$ cat src/rtl/cskip_seq_adder.sv
// Multi-cycle wide adder: one 4-bit carry-skip slice is stepped across the
// operands a nibble per clock, least-significant nibble first. A start/done
// handshake frames each operation; the result and the count of nibbles whose
// carry took the skip path are held until the next accepted start.
module cskip_seq_adder #(
   parameter int unsigned WIDTH = 16
) (
   input  logic                           clk,
   input  logic                           rst,
   input  logic                           start,
   input  logic [WIDTH-1:0]               a,
   input  logic [WIDTH-1:0]               b,
   input  logic                           cin,
   output logic                           ready,
   output logic                           busy,
   output logic                           done,
   output logic [WIDTH-1:0]               sum,
   output logic                           cout,
   output logic [$clog2(WIDTH/4+1)-1:0]   skip_cnt
);

   localparam int unsigned NIB  = WIDTH / 4;
   localparam int unsigned IdxW = (NIB > 1) ? $clog2(NIB) : 1;
   localparam int unsigned CntW = $clog2(NIB + 1);

   typedef enum logic [1:0] {
      StIdle,
      StRun,
      StDone
   } state_e;

   state_e                state_q, state_d;
   logic [WIDTH-1:0]      a_q, a_d;
   logic [WIDTH-1:0]      b_q, b_d;
   logic                  carry_q, carry_d;
   logic [IdxW-1:0]       idx_q, idx_d;
   logic [WIDTH-1:0]      sum_q, sum_d;
   logic                  cout_q, cout_d;
   logic [CntW-1:0]       skip_cnt_q, skip_cnt_d;
   logic                  ready_q, ready_d;
   logic                  busy_q, busy_d;
   logic                  done_q, done_d;

   // Slice datapath signals.
   logic [IdxW+1:0]       nib_lsb;
   logic [3:0]            a_nib;
   logic [3:0]            b_nib;
   logic [3:0]            prop;
   logic [4:0]            rc;
   logic [3:0]            s_nib;
   logic                  grp_p;
   logic                  nib_cout;

   // Carry-skip slice: 4-bit ripple, with the group carry bypassing the ripple
   // whenever every bit propagates.
   always_comb begin
      nib_lsb = {idx_q, 2'b00};
      a_nib   = a_q[nib_lsb +: 4];
      b_nib   = b_q[nib_lsb +: 4];
      prop    = a_nib ^ b_nib;
      rc      = '0;
      s_nib   = '0;
      rc[0]   = carry_q;
      for (int i = 0; i < 4; i++) begin
         s_nib[i] = prop[i] ^ rc[i];
         rc[i+1]  = (a_nib[i] & b_nib[i]) | (rc[i] & prop[i]);
      end
      grp_p    = &prop;
      nib_cout = grp_p ? carry_q : rc[4];
   end

   // Next-state and registered-output logic for the IDLE/RUN/DONE sequencer.
   always_comb begin
      state_d    = state_q;
      a_d        = a_q;
      b_d        = b_q;
      carry_d    = carry_q;
      idx_d      = idx_q;
      sum_d      = sum_q;
      cout_d     = cout_q;
      skip_cnt_d = skip_cnt_q;

      unique case (state_q)
         StIdle: begin
            if (start) begin
               a_d        = a;
               b_d        = b;
               carry_d    = cin;
               idx_d      = '0;
               sum_d      = '0;
               cout_d     = 1'b0;
               skip_cnt_d = '0;
               state_d    = StRun;
            end
         end
         StRun: begin
            sum_d[nib_lsb +: 4] = s_nib;
            carry_d             = nib_cout;
            if (grp_p) begin
               skip_cnt_d = skip_cnt_q + CntW'(1);
            end
            if (idx_q == IdxW'(NIB - 1)) begin
               cout_d  = nib_cout;
               state_d = StDone;
            end else begin
               idx_d = idx_q + IdxW'(1);
            end
         end
         StDone: begin
            state_d = StIdle;
         end
         default: begin
            state_d = StIdle;
         end
      endcase

      // Handshake outputs are registered copies of the next-state decode.
      ready_d = (state_d == StIdle);
      busy_d  = (state_d == StRun);
      done_d  = (state_d == StDone);
   end

   // State register with synchronous active-high reset; reset discards any
   // in-flight operation without a done pulse.
   always_ff @(posedge clk) begin
      if (rst) begin
         state_q    <= StIdle;
         a_q        <= '0;
         b_q        <= '0;
         carry_q    <= 1'b0;
         idx_q      <= '0;
         sum_q      <= '0;
         cout_q     <= 1'b0;
         skip_cnt_q <= '0;
         ready_q    <= 1'b1;
         busy_q     <= 1'b0;
         done_q     <= 1'b0;
      end else begin
         state_q    <= state_d;
         a_q        <= a_d;
         b_q        <= b_d;
         carry_q    <= carry_d;
         idx_q      <= idx_d;
         sum_q      <= sum_d;
         cout_q     <= cout_d;
         skip_cnt_q <= skip_cnt_d;
         ready_q    <= ready_d;
         busy_q     <= busy_d;
         done_q     <= done_d;
      end
   end

   assign ready    = ready_q;
   assign busy     = busy_q;
   assign done     = done_q;
   assign sum      = sum_q;
   assign cout     = cout_q;
   assign skip_cnt = skip_cnt_q;

endmodule

$ cat config.mk
export PLATFORM = sky130hd
export DESIGN_NAME = cskip_seq_adder
export DESIGN_NICKNAME = d
export VERILOG_FILES = /design/src/rtl/cskip_seq_adder.sv
export SDC_FILE = /design/constraint.sdc
export NUM_CORES = 1
export LEC_CHECK = 0
export ABC_CLOCK_PERIOD_IN_PS = 4200
export BUFFER_PORTS_ARGS = -buffer_cell sky130_fd_sc_hd__buf_2
export CAP_MARGIN = 15
export CORE_UTILIZATION = 50
export CTS_CLUSTER_DIAMETER = 30
export DETAILED_ROUTE_END_ITERATION = 16
export PLACE_DENSITY = 0.84
export SLEW_MARGIN = 5
export SYNTH_ARGS = -nofsm -noshare
export SYNTH_HDL_FRONTEND = slang
export SYNTH_SLANG_ARGS = --single-unit
$ cat constraint.sdc
create_clock -name clk -period 4.2 [get_ports clk]
set_clock_uncertainty 0.15 [all_clocks]
set_input_delay 1.26 -clock clk [delete_from_list [all_inputs] [get_ports clk]]
set_output_delay 1.26 -clock clk [all_outputs]
set_load 0.02 [all_outputs]
Word-level counts from Yosys, hierarchy flattened. Index checks and enable logic that the tools add are counted.

Shift-type cells: 4. Add/subtract/negate cells: 3. Muxes and demuxes: 18. Equality and inequality tests: 8. Bitwise gates (word level): 17. Reduce and logical (&&, ||, !) cells: 9.

Operators with widths (number): $pmux W16 S2 (1); $shiftx A16 B5 Y4 (2); $bwmux W16 (1); $mux W16 (1); $shift A4 B6 Y16 const A (1); $shiftx A4 B6 Y16 (1); $reduce_and A3 Y1 (3); $and A1 B1 Y1 (8); $mux W2 (4); $ne A2 B2 Y1 const B (4); $pmux W2 S2 (2); $mux W3 (2); $neg A4 Y6 (1); $pmux W3 S2 (1); $eq A2 B1 Y1 const B (2); $eq A2 B2 Y1 const B (2); $logic_not A2 Y1 (2); $mux W1 (4); $or A1 B1 Y1 (4); $pmux W1 S2 (2); $reduce_and A2 Y1 (2); $reduce_and A4 Y1 (1); $xor A1 B1 Y1 (4); $xor A4 B4 Y4 (1); 3 further kinds (3).

Input bits: 36. Word-level logic and storage cells: 70. Bits in registers: 60. Output and inout port bits: 23.

Depth between registers and ports, before layout.
Word-level depth: 13. Depth in mapped cells: 12. Mapped depth without buffers: 11.

Least setup slack after synthesis. Ideal clock, no wire load.

Path type: reg-to-reg. Start point: reg idx_q[1]. End point: reg sum_q[15] (netlist: sum[15]). Cell stages (with the launch flop): 12. Setup slack: 1.274 ns. Buffers on the path: 1. Library setup time: 0.117 ns. Arrival time: 2.660 ns. Data required time: 3.933 ns. Period minus slack after synthesis: 2.926 ns. Path through: dfxtp_1 clkbuf_1 mux4_2 inv_1 fa_1 inv_1 fa_1 inv_1 fa_1 inv_1 fa_1 a22o_1.

Cells in the longest elaborated chain, start to end: 12. Elaborated cells between the ends (all ways): 21. Those cells by class: 1 x add/sub; 4 x shift; 2 x mux; 14 x bitwise.

RTL lines: from (decl) (line 36) `logic [IdxW-1:0] idx_q, idx_d;`; from (signal assigned) (line 143) `idx_q <= idx_d;`; $shiftx A16 B5 Y4 (on tied branches) (line 58, 59); $xor A4 B4 Y4 (line 60) `prop = a_nib ^ b_nib;`; $and A1 B1 Y1 (line 66) `rc[i+1] = (a_nib[i] & b_nib[i]) | (rc[i] & prop[i]);`; $or A1 B1 Y1 (line 66); $and A1 B1 Y1 (line 66); $or A1 B1 Y1 (line 66); $and A1 B1 Y1 (line 66); $or A1 B1 Y1 (line 66); $xor A1 B1 Y1 (line 65) `s_nib[i] = prop[i] ^ rc[i];`; $shiftx A4 B6 Y16 (line 97) `sum_d[nib_lsb +: 4] = s_nib;`; $bwmux W16 (*) (line 97); $pmux W16 S2 (*) (line 83) `unique case (state_q)`; to (signal assigned) (line 144) `sum_q <= sum_d;`; to (decl) (line 37) `logic [WIDTH-1:0] sum_q, sum_d;`.

Every way passes the cells marked *; elsewhere a longest branch is shown, timed or not. A chain may end at the register's enable or synchronous reset.

Final worst setup path.
Start point: reg idx_q[0]. End point: reg sum_q[11] (netlist: sum[11]).

The elaborated chain is that of the path after synthesis.

==> flow_metrics.tcl <==
set metrics [dict create \
    status "complete, no violations" \
    synth_edf_count 0 \
    port_buffers 58 \
    postCtsSetupBuffers 0 \
    syn2layout_area_growth_pct 18.41 \
    layout_commonest_cell "nand2_1" \
    die_y_um 74.91 \
    cts_tree "done" \
    fin_ws_ns 0.7617 \
    drc_errors 0 \
    die_area_um2 5611 \
    core-area_um2 5107 \
    hold_violations 0 \
    h-tree-depth 3 \
    max_freq_ghz 0.2908 \
    routedWlPerCell_um 13.52 \
    final_cell_mix "nand2_1, dfxtp_1, buf_2" \
    p_total_mw 1.215 \
    setup_violations 0 \
    dp_slack_ns 0.7591 \
    grt_pass1_wl_um 9101 \
    drive_above_1_share_pct 25.66 \
    period_share_pct 81.86 \
    ff2ff_setup_slack_ns 0.76 \
    rsz0062_at_grt "false" \
    syn_area_um2 2658 \
    ys_types 38 \
    slowest_delay_ns 0.81 \
    first_iter_violations 103 \
    critPathArrivalTime_ns 3.54 \
    die_w_um 74.91 \
    synthFlopType "dfxtp_1" \
    mappedNetlistNets 335 \
    hold_path_class "reg2reg" \
    avgViaCountPerCell 5.341 \
    slew_headroom_pct 38.45 \
    ctsResizeCount 0 \
    wl_um 5582 \
    clock_path_buffers 2 \
    cts.sinks 60 \
    rows 26 \
    clk_root_buffer_cell "clkbuf_8" \
    worst_ir_drop_vdd_uv 198.5 \
    antenna_found_initial 0 \
    layout.core_utilization_pct 61.61 \
    cts_hold_buffers 0 \
    finalNetCount 388 \
    synthArstFlopShare_pct 0 \
    end_kind "flop" \
    clk_pin_slew_ns 0.06 \
    antennaDiodeCount 0 \
    crit_path_max_fanout 16 \
    synthCells 286 \
    dp_hpwl_um 3922 \
    slew_violations 0 \
    clock_latency_ns 0.33 \
    yosysSeqAreaShare_pct 45.20 \
    max-cap-violations 0 \
    fin_cells 413 \
    cp_cell_sequence "mux4_2, inv_1, fa_1, inv_1, fa_1, inv_1, fa_1, inv_1, fa_1, nand3_1, a21oi_1" \
    worstSetupStartpointType "flop" \
    grt_overflow 0 \
    tns_ns 0 \
    cp_slowest_cell "dfxtp_1" \
    first_global_vias 1933 \
    first_pass_iters 4 \
    start_util_pct 52.03 \
    ys_warn_count 0 \
    criticalPathCategory "reg2reg" \
    cellLeakagePower_nw 1.313 \
    globalRouteTotalUtil_pct 22.21 \
    worst_pin_slew_ns 0.9232 \
    cts_buffers 9 \
    ys_ff_latch 60 \
    p_per_area_nw_per_um2 386.3 \
    io_pins 59 \
    dp.cells 397 \
    grt_max_degree 55 \
    ant_nets 0 \
    vias 2206 \
    gp_congestion 0.8330 \
    period_needed_ns 3.438 \
    avgSynthCellArea_um2 9.292 \
    crit_required_ns 4.31 \
]
## worst max-delay path, delay by kind of cell (launching register included)
| family | cells | cell delay, ns |
|---|---|---|
| adder cells (fa/ha/maj) | 4 | 1.25 |
| flip-flops | 1 | 0.81 |
| multiplexers | 1 | 0.61 |
| buffers and inverters | 4 | 0.28 |
| AO/OA/AOI/OAI | 1 | 0.14 |
| AND/OR/NAND/NOR | 1 | 0.11 |
## state kept, by name (all words and copies together) (netlist names)
| register | cells |
|---|---|
| a_q | 16 |
| b_q | 16 |
| busy | 1 |
| carry_q | 1 |
| cout | 1 |
| done | 1 |
| idx_q | 2 |
| ready | 1 |
| skip_cnt | 3 |
| state_q | 2 |
| sum | 16 |
## path summary, 6_finish.rpt
check / cells after the start / startpoint / end
worst max register to register: 11 / idx_q[0] / sum[11]
worst min register to register: 2 / a_q[2] / a_q[2]
worst min-delay path: 2 / a_q[2] / a_q[2]
worst max-delay path: 11 / idx_q[0] / sum[11]
## cell families after synthesis
logic type | share of synthesized area [%]
and+or+nand+nor | 17.28
AOI/OAI and AO/OA | 16.15
DFF | 45.20
buffers and inverters | 5.367
muxes | 8.757
adders and majority gates | 7.251
## area by class of cell
cell class                      count  area (um^2)
Timing Repair Buffer               60        312.8
Clock buffer                       13        158.9
Inverter                           15        56.30
Sequential cell                    60         1201
Clock inverter                      2        10.01
Multi-Input combinational cell    193         1320
Tap cell                           70        87.58
Fill cell                         434         1961
## synthesized netlist by cell type (5+ instances only)
cell type / instances / area [um^2]
nand2_1: 65 / 244.0
ha_1: 9 / 112.6
o21ai_0: 8 / 40.04
inv_1: 15 / 56.30
clkbuf_1: 8 / 30.03
a21oi_1: 45 / 225.2
nand3b_1: 5 / 37.54
buf_2: 9 / 45.04
mux4_2: 8 / 180.2
o2bb2ai_1: 5 / 43.79
dfxtp_1: 60 / 1201
## metal layers
| metal | GRT usage [%] | wire length [um] | vias to the layer above |
|---|---|---|---|
| li1 | - | - | 1097 |
| met1 | 29.91 | 2500 | 1039 |
| met2 | 33.63 | 2663 | 63 |
| met3 | 6.961 | 342 | 7 |
| met4 | 8.386 | 75 | 0 |
| met5 | 0 | 0 | - |
## per-stage QoR
stage	cell area (um^2)	hold WS, ns
final	3147	0.3013
after global routing	3147	0.3199
after CTS	3132	0.3027
after detailed placement	2963	0.2915
after global placement	2963	0.2899
after floorplan	2658	0.2831
## power breakdown
part | internal [mW] | switching, mW | total [mW]
logic | 0.0679 | 0.0872 | 0.155
clock network | 0.241 | 0.204 | 0.446
registers | 0.595 | 0.0202 | 0.615
total | 0.904 | 0.312 | 1.22
No activity file was read; power rests on OpenSTA's default activity.
